<file path="config.mk">
export PLATFORM = sky130hd
export DESIGN_NAME = rvx_uart_sync_fifo_flat
export DESIGN_NICKNAME = d
export VERILOG_FILES = /design/src/rtl/rvx_uart_sync_fifo_if.sv /design/src/rtl/rvx_uart_sync_fifo.sv /design/src/flat_wrapper.sv
export SDC_FILE = /design/constraint.sdc
export NUM_CORES = 1
export LEC_CHECK = 0
export BUFFER_PORTS_ARGS = -buffer_cell sky130_fd_sc_hd__buf_2
export CELL_PAD_IN_SITES_DETAIL_PLACEMENT = 0
export CELL_PAD_IN_SITES_GLOBAL_PLACEMENT = 2
export CORE_AREA = 2 2 165 167
export DETAILED_ROUTE_END_ITERATION = 12
export DIE_AREA = 0 0 167 169
export PLACE_DENSITY_LB_ADDON = 0.2
export SLEW_MARGIN = 20
export SYNTH_ARGS = -nofsm -noshare
export SYNTH_HDL_FRONTEND = slang
export SYNTH_SLANG_ARGS = --single-unit
</file>
<file path="constraint.sdc">
create_clock -name clk -period 4.75 [get_ports clk]
set_input_delay 0.2375 -clock clk [delete_from_list [all_inputs] [get_ports clk]]
set_output_delay 0.2375 -clock clk [all_outputs]
set_load 0.005 [all_outputs]
</file>
<file path="src/rtl/rvx_uart_sync_fifo_if.sv">
// Handshake and status bundle between the UART register block (master) and the FIFO (slave).
// push/pop are single-cycle requests; push is taken when !full or pop, pop is taken when !empty.
interface rvx_uart_sync_fifo_if #(
    parameter int DATA_WIDTH = 8,
    parameter int ADDR_WIDTH = 4
);
    logic                  flush;
    logic                  push;
    logic [DATA_WIDTH-1:0] wdata;
    logic                  pop;
    logic [DATA_WIDTH-1:0] rdata;
    logic                  full;
    logic                  empty;
    logic                  afull;
    logic                  aempty;
    logic [ADDR_WIDTH:0]   count;
    logic                  overflow;
    logic                  underflow;
    logic                  clr_err;

    modport master (
        output flush, push, wdata, pop, clr_err,
        input  rdata, full, empty, afull, aempty, count, overflow, underflow
    );

    modport slave (
        input  flush, push, wdata, pop, clr_err,
        output rdata, full, empty, afull, aempty, count, overflow, underflow
    );
endinterface

</file>
<file path="src/rtl/rvx_uart_sync_fifo.sv">
// Single-clock show-ahead FIFO for UART TX/RX buffering with occupancy flags,
// flush and sticky overflow/underflow reporting.
module rvx_uart_sync_fifo #(
    parameter int DATA_WIDTH   = 8,
    parameter int ADDR_WIDTH   = 4,
    parameter int AFULL_LEVEL  = 12,
    parameter int AEMPTY_LEVEL = 2
) (
    input  logic                clk,
    input  logic                rst,
    rvx_uart_sync_fifo_if.slave bus
);
    localparam int DEPTH = 2 ** ADDR_WIDTH;
    localparam logic [ADDR_WIDTH:0] DEPTH_CNT  = (ADDR_WIDTH + 1)'(DEPTH);
    localparam logic [ADDR_WIDTH:0] AFULL_CNT  = (ADDR_WIDTH + 1)'(AFULL_LEVEL);
    localparam logic [ADDR_WIDTH:0] AEMPTY_CNT = (ADDR_WIDTH + 1)'(AEMPTY_LEVEL);
    localparam logic [ADDR_WIDTH:0] ONE_CNT    = (ADDR_WIDTH + 1)'(1);
    localparam logic [ADDR_WIDTH-1:0] ONE_PTR  = ADDR_WIDTH'(1);

    logic [DATA_WIDTH-1:0] mem [DEPTH];
    logic [ADDR_WIDTH-1:0] wptr;
    logic [ADDR_WIDTH-1:0] rptr;
    logic [ADDR_WIDTH:0]   count_q;
    logic                  overflow_q;
    logic                  underflow_q;

    logic full_w;
    logic empty_w;
    logic push_ok;
    logic pop_ok;

    assign full_w  = (count_q == DEPTH_CNT);
    assign empty_w = (count_q == '0);

    // A push into a full FIFO still fits when the head leaves in the same cycle.
    assign push_ok = bus.push & (~full_w | bus.pop);
    assign pop_ok  = bus.pop & ~empty_w;

    assign bus.rdata     = mem[rptr];
    assign bus.full      = full_w;
    assign bus.empty     = empty_w;
    assign bus.afull     = (count_q >= AFULL_CNT);
    assign bus.aempty    = (count_q <= AEMPTY_CNT);
    assign bus.count     = count_q;
    assign bus.overflow  = overflow_q;
    assign bus.underflow = underflow_q;

    // Storage carries no reset; it is only meaningful between rptr and wptr.
    always_ff @(posedge clk) begin
        if (!rst && !bus.flush && push_ok) begin
            mem[wptr] <= bus.wdata;
        end
    end

    always_ff @(posedge clk) begin
        if (rst || bus.flush) begin
            wptr    <= '0;
            rptr    <= '0;
            count_q <= '0;
        end else begin
            if (push_ok) wptr <= wptr + ONE_PTR;
            if (pop_ok)  rptr <= rptr + ONE_PTR;
            case ({push_ok, pop_ok})
                2'b10:   count_q <= count_q + ONE_CNT;
                2'b01:   count_q <= count_q - ONE_CNT;
                default: count_q <= count_q;
            endcase
        end
    end

    // Requests swallowed by a flush are not errors; a fresh error beats clr_err.
    always_ff @(posedge clk) begin
        if (rst) begin
            overflow_q  <= 1'b0;
            underflow_q <= 1'b0;
        end else begin
            if (!bus.flush && bus.push && full_w && !bus.pop) overflow_q <= 1'b1;
            else if (bus.clr_err)                             overflow_q <= 1'b0;

            if (!bus.flush && bus.pop && empty_w) underflow_q <= 1'b1;
            else if (bus.clr_err)                 underflow_q <= 1'b0;
        end
    end
endmodule

</file>
<file path="src/flat_wrapper.sv">
// flat-port wrapper written by rule: the top's interface ports become plain ports
module rvx_uart_sync_fifo_flat 
#(
    parameter int DATA_WIDTH   = 8,
    parameter int ADDR_WIDTH   = 4,
    parameter int AFULL_LEVEL  = 12,
    parameter int AEMPTY_LEVEL = 2
)
  (clk, rst, bus_flush, bus_push, bus_wdata, bus_pop, bus_clr_err, bus_rdata, bus_full, bus_empty, bus_afull, bus_aempty, bus_count, bus_overflow, bus_underflow);
  rvx_uart_sync_fifo_if #(.DATA_WIDTH(DATA_WIDTH), .ADDR_WIDTH(ADDR_WIDTH)) bus_i ();
  input  logic clk;
  input  logic rst;
  input wire logic [$bits(bus_i.flush)-1:0] bus_flush;
  input wire logic [$bits(bus_i.push)-1:0] bus_push;
  input wire logic [$bits(bus_i.wdata)-1:0] bus_wdata;
  input wire logic [$bits(bus_i.pop)-1:0] bus_pop;
  input wire logic [$bits(bus_i.clr_err)-1:0] bus_clr_err;
  output wire logic [$bits(bus_i.rdata)-1:0] bus_rdata;
  output wire logic [$bits(bus_i.full)-1:0] bus_full;
  output wire logic [$bits(bus_i.empty)-1:0] bus_empty;
  output wire logic [$bits(bus_i.afull)-1:0] bus_afull;
  output wire logic [$bits(bus_i.aempty)-1:0] bus_aempty;
  output wire logic [$bits(bus_i.count)-1:0] bus_count;
  output wire logic [$bits(bus_i.overflow)-1:0] bus_overflow;
  output wire logic [$bits(bus_i.underflow)-1:0] bus_underflow;
  assign bus_i.flush = bus_flush;
  assign bus_i.push = bus_push;
  assign bus_i.wdata = bus_wdata;
  assign bus_i.pop = bus_pop;
  assign bus_i.clr_err = bus_clr_err;
  assign bus_rdata = bus_i.rdata;
  assign bus_full = bus_i.full;
  assign bus_empty = bus_i.empty;
  assign bus_afull = bus_i.afull;
  assign bus_aempty = bus_i.aempty;
  assign bus_count = bus_i.count;
  assign bus_overflow = bus_i.overflow;
  assign bus_underflow = bus_i.underflow;
  rvx_uart_sync_fifo #(.DATA_WIDTH(DATA_WIDTH), .ADDR_WIDTH(ADDR_WIDTH), .AFULL_LEVEL(AFULL_LEVEL), .AEMPTY_LEVEL(AEMPTY_LEVEL)) u_core (.clk(clk), .rst(rst), .bus(bus_i));
endmodule
</file>
Yosys cells after proc, flatten, opt, wreduce, memory -nomap -nowiden

Memory sizes are Yosys's and may differ from the RTL's. A register that Yosys moved wholly into a read port is not among the register bits.
Index checks and enable logic that the tools add are counted.

Register bits: 15
RAM bits: 128
Bits of input ports: 14
ROM bits: 0
Latch bits: 0
Logic and storage cells: 43
Output and inout port bits: 19
Memories: 1

Memory list:

| memory     | depth | width | rd ports | clocked after memory_dff | write ports | RTL line                 | text |
|---|---|---|---|---|---|---|---|
| u_core.mem | 16    | 8     | 1        | 1                        | 1           | rvx_uart_sync_fifo.sv:20 | `logic [DATA_WIDTH-1:0] mem [DEPTH];` |

Shift operators: 0
Equal/unequal tests: 3
Add/subtract/negate cells: 4
Multiply operators: 0
$lt $le $gt $ge: 2
Bitwise gates (word level): 5
Mux-type cells: 8
Divide/modulo/power cells: 0
Reductions and logical operators: 15

Operators with widths:

| operator                                                           | number |
|---|---|
| case mux 5 bit (2 select lines)                                    | 1 |
| adder 4 x 1 -> 4 bit (second input constant)                       | 2 |
| 2-to-1 mux 4 bit                                                   | 2 |
| logical AND 1 bit                                                  | 7 |
| nonzero test 2 bit                                                 | 3 |
| adder 5 x 1 -> 5 bit (second input constant)                       | 1 |
| equality test 5 bit (second input constant)                        | 1 |
| greater-or-equal comparator 5 x 4 -> 1 bit (second input constant) | 1 |
| less-or-equal comparator 5 x 2 -> 1 bit (second input constant)    | 1 |
| zero test 5 bit                                                    | 1 |
| 2-to-1 mux 1 bit                                                   | 5 |
| subtractor 5 x 1 -> 5 bit (second input constant)                  | 1 |
| zero test 1 bit                                                    | 3 |
| AND 1 bit                                                          | 2 |
| equality test 2 x 1 -> 1 bit (second input constant)               | 1 |
| equality test 2 bit (second input constant)                        | 1 |
| inverter 1 bit                                                     | 2 |
| logical OR 1 bit                                                   | 1 |
| bitwise OR 1 bit                                                   | 1 |

Depth between registers and ports, before layout

Gate-level depths: netlist of run 1.

Depth in word-level cells: 7
Mapped depth: 13
Mapped depth without buffers: 10

Worst setup path before layout of run 1

Ideal clock, no wire load.

Path type: register to register
From: reg u_core.count_q[1], in the netlist u_core.bus.count[1]
To: reg u_core.count_q[2], in the netlist u_core.bus.count[2]
Slack: 1.873 ns
Stages on the path, launching flop included: 14
Library setup time: 0.071 ns
Period minus slack after synthesis: 2.877 ns
Arrival time: 2.806 ns
Required time: 4.679 ns
Cell sequence: dfxtp_1 > buf_6 > or4_4 > buf_6 > o21ai_2 > inv_1 > ha_1 > clkbuf_1 > xor2_1 > ha_1 > a21o_1 > xnor2_1 > or3_1 > a21oi_1

Longest elaborated chain between the ends: 6
Elaborated cells on any way between the ends: 13
Classes of those cells: add/sub (2); eq/ne (3); mux (1); bitwise (5); reduce/logical (2)

RTL lines:

| item                                                                  | RTL line                 | text |
|---|---|---|
| start, declared                                                       | rvx_uart_sync_fifo.sv:23 | `logic [ADDR_WIDTH:0] count_q;` |
| start signal, assigned                                                | rvx_uart_sync_fifo.sv:64 | `2'b10: count_q <= count_q + ONE_CNT;` |
| start signal, assigned                                                | rvx_uart_sync_fifo.sv:65 | `2'b01: count_q <= count_q - ONE_CNT;` |
| start signal, assigned                                                | rvx_uart_sync_fifo.sv:66 | `default: count_q <= count_q;` |
| equality test 5 bit                                                   | rvx_uart_sync_fifo.sv:32 | `assign full_w = (count_q == DEPTH_CNT);` |
| inverter 1 bit                                                        | rvx_uart_sync_fifo.sv:36 | `assign push_ok = bus.push & (~full_w \| bus.pop);` |
| bitwise OR 1 bit                                                      | rvx_uart_sync_fifo.sv:36 |  |
| AND 1 bit                                                             | rvx_uart_sync_fifo.sv:36 |  |
| equality test 2 x 1 -> 1 bit or equality test 2 bit (tied branches)   | rvx_uart_sync_fifo.sv:63 | `case ({push_ok, pop_ok})` |
| case mux 5 bit (2 select lines) or nonzero test 2 bit (tied branches) | -                        |  |

Parallel ways exist; a longest one is shown, timed or not.
A chain may end at the register's enable or synchronous reset.

Worst setup path in the final report of run 1

Same ends and word-level chain as after synthesis.

==> results list, run 1 <==
- The run finished with clean final reports.
- In this run the biggest area consumer among cell types represents between 60% and 70% of the synthesized area.
* Slew at the pin with the worst max-slew slack: approximately 900 ps
- Number of top-level pins: 33
- Setup repair after global routing left no endpoint under its margin.
* Routed wire length per instance: about 19 um
- Clock slew at reported path FFs: 60 ps
- Power density normalized to cell area: 389 nW/um^2
- FMAX: approximately 0.34 GHz
* Die area: between 20000 and 30000 sq um
- The routed design has approximately 14000 um of wire.
- In this run, the number of DRC markers left after iteration 0 of detailed routing was 132.
- Clock skew on the completed layout was measured at ~13 ps.
- Class of the most critical hold timing path: input port to register
- Starting utilization of the core area: 22.7%
* Clock tree from TritonCTS: built
* Number of synthesized flops with an enable pin: 128
- The area growth from synthesis to layout is 20.0%.
* HPWL after detailed placement: roughly 9000 um
- Largest area contributor in the netlist: edfxtp_1
* Pin count of the biggest net entering global routing: 25
* Die width: about 170 um
* Critical Path Sink Type: register
* Number of antenna violations at the first check in global routing: 0
* Die outline height: ~170 um
- After synthesis, the share of flip-flops with an asynchronous set or reset is 0%.
- Number of instances in the synthesized netlist: ~340
- Data on the critical path is required at its endpoint by between 5000 and 6000 ps.
- The repair_antennas step left the layout with diodes totalling 0.
* Number of global-route vias before repair: 3408
- After layout, the design draws a total of approximately 2.8 mW.
- The congestion estimate from routability-driven global placement came to slightly above 0.7.
- The region available for standard cell placement spans 26500 sq um.
* Root buf cell: clkbuf_16
- In this run the tool buffered the top-level ports with 32 buffer cells.
* Leak: between 2 and 2.5 nW
- Of the cells placed in the final design, the portion with a size suffix greater than 1 is between 30% and 40%.
* GRT Total Usage: a little over a tenth
- Buffers inserted during clock tree synthesis total 17.
* Antenna violation net count after detailed routing: 0
- CP Launch Type: register
- After detailed routing, the number of vias per cell comes to approximately 4.3.
- Mean instance size in the synthesized netlist: roughly 18 sq um
* Max-capacitance violation count: 0
- At the worst endpoint, the arrival time is approximately 3300 ps.
- Largest fanout on the critical path: 9
- Row Count: 60
* Top_reg_cell synth: edfxtp_1
- First-pass GRT wire length: between 20000 and 25000 um
- FF+latch count, synth: ~150
- Total via count after detailed routing: around 3200
* Latest clock arrival within the worst-skew pair: 420 ps
- End-of-flow core utilization: roughly 27%
* H-tree levels: 4
- By area the synthesized netlist is led by edfxtp_1 (64%), mux4_2 (12%), dfxtp_1 (6.3%).
* Instance area at placement: approximately 6600 sq um
* Final setup viols: 0
- In the finished design, the share of the clock period the worst path needs comes to approximately 63%.
* Final net count: a little over 400
* Post-synthesis sequential area ratio: 70.3%
- The library cells used most frequently in the layout, excluding fill and tap cells, are edfxtp_1 (128), mux4_2 (32), buf_2 (32).
- Net count of the mapped netlist: 361
- For this run, design rule violations remaining after detail routing come to 0.
* Final hold violations: 0
- Detailed Routing Iterations Pass 1: 4
- Setup total negative slack: 0 ps
- The critical path in this run is classified as register to register.
- Sink Count: roughly 150
- In this run the deepest clock path goes through 2 buffers.
* Final critical delay including setup and external delays: slightly below 3000 ps
- Most common cell after layout, fill and taps aside: edfxtp_1
- Cell area after synthesis: approximately 6000 sq um
- The number of pins exceeding their max-slew limit in the final report is 0.
- Largest vdd supply drop: about 210 uV
- In this run, post-CTS repair resized a total of 0 instances.
- Yosys warning total: 0
- Post-synth cell types: 45
- Final design area excluding fillers: 7210 sq um
- Slew headroom: 39.7%
* GRT Residual Overflow: 0
## synth_stat cells, types with 4 or more instances
cell and instances:
mux4_2 32, a21oi_1 4, and2_1 9, nor4_1 11, a22oi_1 16, xor2_1 4
clkbuf_1 12, nand2b_1 4, nor2_1 11, nand3_1 6, dfxtp_1 19, nand2_1 18
o21ai_0 4, inv_1 5, ha_1 9, edfxtp_1 128
## final timing paths
path | start | endpoint | slack (ps) | cells after the start
worst min register to register | u_core.bus.underflow | u_core.bus.underflow | 470 | 2
worst min-delay path | bus_clr_err | u_core.bus.underflow | 100 | 3
worst max register to register | u_core.bus.count[1] | u_core.bus.count[2] | 1770 | 10
worst max-delay path | u_core.bus.count[1] | u_core.bus.count[2] | 1770 | 10
## logic make-up after synthesis
logic type               share of synthesized area [%]
AO/OA/AOI/OAI                                     5.04
XOR/XNOR                                         0.875
adder cells (fa/ha/maj)                           1.87
buffers and inverters                             2.00
flip-flops                                        70.3
multiplexers                                      12.3
AND/OR/NAND/NOR                                   7.56
## critical path, cell delays in order, from the launching register on
cell     delay [ps]
dfxtp_1         410
or4_4           630
o21ai_2         280
inv_1           100
ha_1            320
xor2_1          190
ha_1            220
a21o_1          190
xnor2_1         140
or3_1           310
a21oi_1         130
## flip-flops by register name, indices dropped and copies added (netlist names), named ones only
register / flops
u_core.wptr: 4
u_core.rptr: 4
u_core.bus.underflow: 1
u_core.bus.overflow: 1
u_core.mem: 128
u_core.bus.count: 5
## metrics by stage
step | std cells | setup slack (ps) | hold slack, ps
floorplan | 338 | 1870 | 300
detailed placement | 702 | 1790 | 437
CTS | 735 | 1630 | 78.2
finish | 735 | 1770 | 97.7
global route | 735 | 1570 | 87.6
global placement | 702 | 1820 | 440
## power by group
part | internal [mW] | switching (mW)
clock network | 0.735 | 0.558
logic | 0.0355 | 0.0585
registers | 1.41 | 0.00672
## cell type report
cell class                      instances  area (sq um)
Inverter                                5          18.8
Tap cell                              341           427
Fill cell                            2688         19300
Multi-Input combinational cell        166          1710
Sequential cell                       147          4230
Clock inverter                         14           141
Clock buffer                           18           429
Timing Repair Buffer                   44           253
## timing repair
item	4_1_cts	5_1_grt
hold buffers	1	0
buffers inserted	0	0
hold endpoints to repair	1	0
## routing by layer
layer / vias up / GRT usage, % / routed length (um)
met5: - / 0 / 0
met4: 0 / 2.70 / 104
met3: 9 / 3.04 / 407
met2: 60 / 17.2 / 6960
met1: 1648 / 13.5 / 6450
li1: 1452 / - / -
No activity file was read; power rests on OpenSTA's default activity.
==> inputs of run 2 (changes only) <==
==> constraint.sdc (replaced) <==
create_clock -name clk -period 3.1 [get_ports clk]
set_input_delay 0.155 -clock clk [delete_from_list [all_inputs] [get_ports clk]]
set_output_delay 0.155 -clock clk [all_outputs]
set_load 0.005 [all_outputs]
==> results list, run 2 (synthesis gave the netlist of run 1 again) <==
- The post-route clock period utilization was 91.2% (was 62.8%).
- The number of buffers inserted by port buffering came to 32 (unchanged).
* RSZ-0062 raised after global routing: no (unchanged)
- The number of sinks handled by clock tree synthesis came to 147 (unchanged).
* Number of top-level pins: 33 (unchanged)
- Most used cells in the layout excluding fill and tap cells: edfxtp_1 (128), mux4_2 (32), buf_2 (32) (unchanged)
- Max-capacitance violation count: 0 (unchanged)
* Largest stage delay, worst path: 630 ps (about the same)
- Layout cells sized above 1: 32.0% (was 31.7%)
- CP Launch Type: register (unchanged)
- The worst setup path startpoint was u_core.bus.count[1] (unchanged).
- The met2 demand-to-capacity share in global routing was 16.9% (was 17.2%).
* CP Data Arrival Time: 3170 ps (was 3330 ps)
* Number of antenna violations at the first check in global routing: 0 (unchanged)
- Clock tree from TritonCTS: built (unchanged)
* End of the worst register-to-register path: u_core.bus.count[2] (unchanged)
- Final design area excluding fillers: 7290 sq um (was 7210 sq um)
- The first-pass GRT wire length was 21700 um (was 21400 um).
- The final routed wire length divided by cell count came to 19.0 um (was 18.9 um).
* Worst EP required: 3450 ps (was 5100 ps)
- The achievable frequency came to 0.354 GHz (was 0.335 GHz).
- Critical Path Sink: u_core.bus.count[2] (unchanged)
- The post-detailed-placement half-perimeter wirelength came to 8820 um (was 8990 um).
- The remaining global-route overflow is 0 (unchanged).
- CP Cell Sequence: or4_4 -> o31ai_4 -> ha_1 -> xor2_1 -> ha_1 -> a21o_1 -> xnor2_1 -> or3_1 -> a21oi_1 (was or4_4 -> o21ai_2 -> inv_1 -> ha_1 -> xor2_1 -> ha_1 -> a21o_1 -> xnor2_1 -> or3_1 -> a21oi_1)
* Cell repeated most along the worst path: ha_1 (unchanged)
* Final critical delay including setup and external delays: 2830 ps (was 2980 ps)
- The per-cell via count in the routed design is 4.34 (was 4.31).
- The placeable core region was 26500 sq um (unchanged).
* Signed area change from the synthesized netlist to the final layout: 21.4% (was 20.0%)
- The total wirelength of the detailed-routed design was 14100 um (was 13900 um).
- Starting utilization of the core area: 22.7% (unchanged)
- Outcome: completed (unchanged)
- Antenna violation net count after detailed routing: 0 (unchanged)
* Instance area at placement: 6670 sq um (was 6630 sq um)
- Row Count: 60 (unchanged)
* Critical Path Sink Type: register (unchanged)
- The post-route DRC violation count is 0 (unchanged).
* Number of global-route vias before repair: 3521 (was 3408)
- Detailed Routing Iterations Pass 1: 4 (unchanged)
- The clock-pin slew on the worst setup and hold paths was 60 ps (about the same).
* Slack of the worst reg-to-reg path: 270 ps (was 1770 ps)
- Most Used Layer, Global Route: met2 (unchanged)
* Worst hold margin: 57.0 ps (was 97.7 ps)
- The source of the worst register-to-register timing path was u_core.bus.count[1] (unchanged).
- The number of inserted diodes came to 0 (unchanged).
- Total via count after detailed routing: 3218 (was 3169)
- Non-filler cells, final: 741 (was 735)
* Worst clock skew on the final layout: 8.55 ps (was 13.4 ps)
* Largest fanout on the critical path: 9 (unchanged)
- GRT Total Usage: 10.5% (was 10.4%)
- The clock latency on the worst-skew pair came to 420 ps (about the same).
- The class of the most critical hold timing path is input port to register (unchanged).
* Most common cell after layout, fill and taps aside: edfxtp_1 (unchanged)
* First DRT Iteration DRCs: 198 (was 132)
- The pin count of the biggest net entering global routing was 33 (was 25).
* Largest vdd supply drop: 357 uV (was 215 uV)
* Setup total negative slack: 0 ps (unchanged)
- Final hold violations: 0 (unchanged)
* Die area: 28200 sq um (unchanged)
* # hold bufs at CTS: 3 (was 1)
- The number of placed instances with taps included is 706 (was 702).
- Slowest stage cell on the critical path: or4_4 (unchanged)
- Slew at the pin with the worst max-slew slack: 863 ps (was 902 ps)
- The kind of critical path is register to register (unchanged).
* Root buf cell: clkbuf_16 (unchanged)
* GPL Wtd Cong: 0.690 (was 0.708)
* Number of flip-flops in the largest register: 128 (unchanged)
- The height of the die was 169 um (unchanged).
- Met3 GRT Util: 2.76% (was 3.04%)
* Slew headroom: 42.3% (was 39.7%)
- Register ranked first by flip-flop count: u_core.mem (unchanged)
* Leak: 2.39 nW (was 2.33 nW)
- The number of setup violations in the final report was 0 (unchanged).
* Least setup slack across all paths after layout: 273 ps (was 1770 ps)
* Setup fix buffers added after clock tree synthesis: 0 (unchanged)
* H-tree levels: 4 (unchanged)
- Met1 usage in global routing: 13.8% (was 13.5%)
* Die width: 167 um (unchanged)
* Number of slew-limit violations in the final report: 0 (unchanged)
* Worst Setup Slack post-DPL: 295 ps (was 1790 ps)
* Number of buffers created by CTS: 17 (unchanged)
- Logic depth of the worst register-to-register path: 9 (was 10)
* Final net count: 410 (was 404)
* Clock buffer depth: 2 (unchanged)
- Power density normalized to cell area: 596 nW/um^2 (was 389 nW/um^2)
- The post-cts repair resize count was 0 (unchanged).
## run 2: cell types whose count changed in the layout (fill, tap and decap cells not counted), sizes merged
cell,previous run,this run
buf,43,47
clkbuf,18,17
clkinv,2,8
clkinvlp,4,0
dlygate4sd3,1,3
inv,12,11
## run 2: worst min path at each step
stage	startpoint	endpoint	slack, ps	cells after the start
final	bus_flush	u_core.bus.underflow	60	3
after global routing	bus_flush	u_core.bus.underflow	60	3
after CTS	bus_flush	u_core.bus.underflow	40	3
after detailed placement	rst	u_core.bus.overflow	360	2
after global placement	rst	u_core.bus.overflow	360	2
after floorplan	rst	u_core.bus.overflow	220	1
## run 2: power by group
group          internal (mW)  leakage, nW  switching (mW)
clock network           1.14        0.290           0.886
registers               2.16         1.31         0.00647
logic                 0.0590        0.795          0.0961
total                   3.36         2.39           0.988
## run 2: through the flow
step	power (mW)	util (%)
floorplan	2.29	-
global placement	2.36	25.2
detailed placement	2.36	25.2
CTS	4.40	27.5
global route	4.50	27.5
finish	4.34	27.5
## run 2: critical path: cells and delay by family (launching register included)
kind,cells,cell delay [ps]
and+or+nand+nor,2,950
adders and majority gates,2,620
AOI/OAI and AO/OA,3,540
DFF,1,390
xor gates and xnor gates,2,250
## run 2: area by class of cell
| cell class | count | area (sq um) |
|---|---|---|
| Tap cell | 341 | 427 |
| Clock inverter | 15 | 168 |
| Sequential cell | 147 | 4230 |
| Fill cell | 2675 | 19200 |
| Inverter | 5 | 18.8 |
| Clock buffer | 17 | 425 |
| Multi-Input combinational cell | 166 | 1710 |
| Timing Repair Buffer | 50 | 315 |
## run 2: metal layers
metal | up-vias | wire length, um
met5 | - | 0
met4 | 0 | 121
met3 | 10 | 560
met2 | 77 | 6860
met1 | 1662 | 6560
li1 | 1469 | -
==> inputs of run 3 (changes only) <==
==> constraint.sdc (replaced) <==
create_clock -name clk -period 3.1 [get_ports clk]
set_input_delay 0.155 -clock clk [delete_from_list [all_inputs] [get_ports clk]]
set_output_delay 0.155 -clock clk [all_outputs]
set_load 0.1 [all_outputs]
==> results list, run 3 (synthesis gave the netlist of run 1 again) <==
- Root buf cell: clkbuf_16 (unchanged)
- Outcome: completed (unchanged).
* Worst EP required: 3440 ps (was 3450 ps)
- The final non-filler cell total came to 742 (was 741).
- The time the final worst path needs with I/O delays and setup was 2790 ps (was 2830 ps).
- The initial core utilization was 22.7% (unchanged).
- Class of the most critical hold timing path: input port to register (unchanged)
* Beginning of the worst register-to-register path: u_core.bus.count[0] (was u_core.bus.count[1])
- Fraction of the cycle the final worst path needs: 90.0% (was 91.2%)
- The die boundary width came to 167 um (unchanged).
* H-tree levels: 4 (unchanged)
* Signed area change from the synthesized netlist to the final layout: 21.5% (was 21.4%)
* CP Launch Type: register (unchanged)
- GRT Total Usage: 10.4% (was 10.5%)
- The multi-input logic area came to 1720 sq um (was 1710 sq um).
- Min-delay src: bus_flush (unchanged)
* Worst clock skew on the final layout: 9.45 ps (was 8.55 ps)
* Power Internal: 3.35 mW (was 3.36 mW)
- The final critical-path setup slack came to 310 ps (was 273 ps).
- Area taken by flip-flops and latches: 4230 sq um (about the same)
- Most used cells in the layout excluding fill and tap cells: edfxtp_1 (128), mux4_2 (32), buf_2 (32) (unchanged).
- The relative contribution of the clock network to total power is 45.6% (was 46.7%).
- Layout cells sized above 1: 33.9% (was 32.0%)
- The power spent charging and discharging nets came to 1.05 mW (was 988 uW).
- The share of the core filled with cells came to 27.5% (about the same).
* Logic depth of the worst register-to-register path: 9 (unchanged)
* Routed wire length per instance: 18.8 um (was 19.0 um)
- Number of top-level pins: 33 (unchanged)
- The site row count was 60 (unchanged).
- The number of sinks handled by clock tree synthesis came to 147 (unchanged).
* Leak: 2.38 nW (was 2.39 nW)
* Number of slew-limit violations in the final report: 0 (unchanged)
- The logic gate share of total power came to 5.2% (was 3.6%).
- The largest register by flop count is u_core.mem (unchanged).
* Share of total power consumed by net switching: 23.9% (was 22.7%)
* Final setup viols: 0 (unchanged)
- Hold Path End: u_core.bus.underflow (unchanged)
- RSZ-0062 raised after global routing: no (unchanged).
- The number of antenna-violating nets in the routed design came to 0 (unchanged).
- Total via count after detailed routing: 3204 (was 3218)
- Slack of the worst reg-to-reg path: 310 ps (was 270 ps)
* Number of buffers created by CTS: 17 (unchanged)
- The number of DRC markers in iteration 0 came to 212 (was 198).
- The sequential share of power came to 49.2% (was 49.8%).
- The total wirelength of the detailed-routed design came to 14000 um (was 14100 um).
* Type of the worst setup path: register to register (unchanged)
- Largest vdd supply drop: 283 uV (was 357 uV)
* Detailed Routing Iterations Pass 1: 4 (unchanged)
- ANT cells: 0 (unchanged)
* Power density normalized to cell area: 603 nW/um^2 (was 596 nW/um^2)
- Setup total negative slack: 0 ps (unchanged)
- The endpoint kind of the worst setup timing path was a register (unchanged).
- The worst-case headroom to the max-slew limit came to 56.5% (was 42.3%).
* GPL Wtd Cong: 0.679 (was 0.690)
- CP Cell Sequence: or4_4 -> o31ai_4 -> ha_2 -> xor2_1 -> ha_1 -> a21o_1 -> xnor2_1 -> or3_1 -> a21oi_1 (was or4_4 -> o31ai_4 -> ha_1 -> xor2_1 -> ha_1 -> a21o_1 -> xnor2_1 -> or3_1 -> a21oi_1).
- The largest buffer count on any clock path is 2 (unchanged).
- Largest fanout on the critical path: 9 (unchanged)
- The setup slack after placement is 231 ps (was 295 ps).
- The height of the die was 169 um (unchanged).
- Slowest stage cell on the critical path: or4_4 (unchanged)
* End of the worst register-to-register path: u_core.bus.count[2] (unchanged)
- The cell depth of the worst min-delay path came to 3 (unchanged).
- The clock tree from TritonCTS is built (unchanged).
- The most common cell after layout, fill and taps aside is edfxtp_1 (unchanged).
- The die area was 28200 sq um (unchanged).
- The placeable core region was 26500 sq um (unchanged).
- Final hold violations: 0 (unchanged)
- Max-capacitance violation count: 0 (unchanged)
- The number of antenna violations at the first check in global routing was 0 (unchanged).
- HPWL after detailed placement: 8660 um (was 8820 um)
- Number of I/O port buffers: 32 (unchanged)
* Largest stage delay, worst path: 620 ps (was 630 ps)
- The number of flip-flops under the largest register name came to 128 (unchanged).
- The endpoint arrival time on the critical path came to 3130 ps (was 3170 ps).
* Number of filler cells placed in the layout: 2703 (was 2675)
- The remaining global-route overflow was 0 (unchanged).
- The achievable frequency was 0.358 GHz (was 0.354 GHz).
* Mean number of vias per cell: 4.32 (was 4.34)
- The first-pass GRT wire length came to 21400 um (was 21700 um).
- The post-route DRC violation count is 0 (unchanged).
* Pin count of the biggest net entering global routing: 33 (unchanged)
- The via count of the first global-routing pass came to 3558 (was 3521).
- The number of placed instances with taps included is 707 (was 706).
- Clock slew at reported path FFs: 70 ps (was 60 ps)
* Slew at the pin with the worst max-slew slack: 650 ps (was 863 ps)
* Latest clock arrival within the worst-skew pair: 420 ps (about the same)
- The net count of the finished layout came to 411 (was 410).
==> run 3: how the worst max path moves through the flow <==
stage                              startpoint                  end  slack, ps  depth (start not counted)
after floorplan           u_core.bus.count[4]  u_core.bus.count[2]         40                         11
after global placement    u_core.bus.count[0]  u_core.bus.count[2]        250                          9
after detailed placement  u_core.bus.count[0]  u_core.bus.count[2]        230                          9
after CTS                 u_core.bus.count[0]  u_core.bus.count[2]        200                          9
after global routing      u_core.bus.count[0]  u_core.bus.count[2]         80                          9
final                     u_core.bus.count[0]  u_core.bus.count[2]        310                          9
==> run 3: layout make-up <==
type / instances / area share [%]
well taps: 341 / 5.85
repair buffers: 51 / 4.42
clock inverters: 14 / 1.99
flip-flops and latches: 147 / 58.0
clock buffers: 18 / 5.88
multi-input cells: 166 / 23.6
inverters: 5 / 0.257
==> run 3: repair_timing <==
| item | CTS | global route |
|---|---|---|
| resized for setup | 0 | 1 |
| endpoints found under the setup margin | 0 | 1 |
| buffers inserted | 0 | 0 |
| endpoints found under the hold margin | 2 | 0 |
| hold buffers | 3 | 0 |
==> run 3: worst max-delay path, delay by kind of cell (launching register included) <==
kind                     cells  cell delay, ps
AO/OA/AOI/OAI                3             640
XOR/XNOR                     2             220
adder cells (fa/ha/maj)      2             550
flip-flops                   1             360
AND/OR/NAND/NOR              2             920
==> run 3: metrics by stage <==
stage | hold slack (ps) | cell area, sq um | total power [mW]
after floorplan | 217 | 6020 | 2.36
after global placement | 359 | 6690 | 2.43
after detailed placement | 361 | 6690 | 2.44
after CTS | 46.4 | 7300 | 4.46
after global routing | 69.7 | 7300 | 4.55
final | 60.9 | 7300 | 4.40
==> run 3: power groups by stage <==
stage / clock (mW) / sequential, mW / combinational [mW]
floorplan: 0 / 2.23 / 0.139
global placement: 0 / 2.21 / 0.228
detailed placement: 0 / 2.21 / 0.229
CTS: 2.06 / 2.16 / 0.232
global route: 2.14 / 2.16 / 0.245
finish: 2.01 / 2.16 / 0.227
==> run 3: per-layer routing <==
| metal | vias up | GRT usage, % | part of all wire [%] |
|---|---|---|---|
| li1 | 1469 | - | - |
| met1 | 1673 | 12.9 | 45 |
| met2 | 56 | 17.7 | 51 |
| met3 | 6 | 2.97 | 4.0 |
| met4 | 0 | 3.04 | 0.64 |
| met5 | - | 0 | 0 |
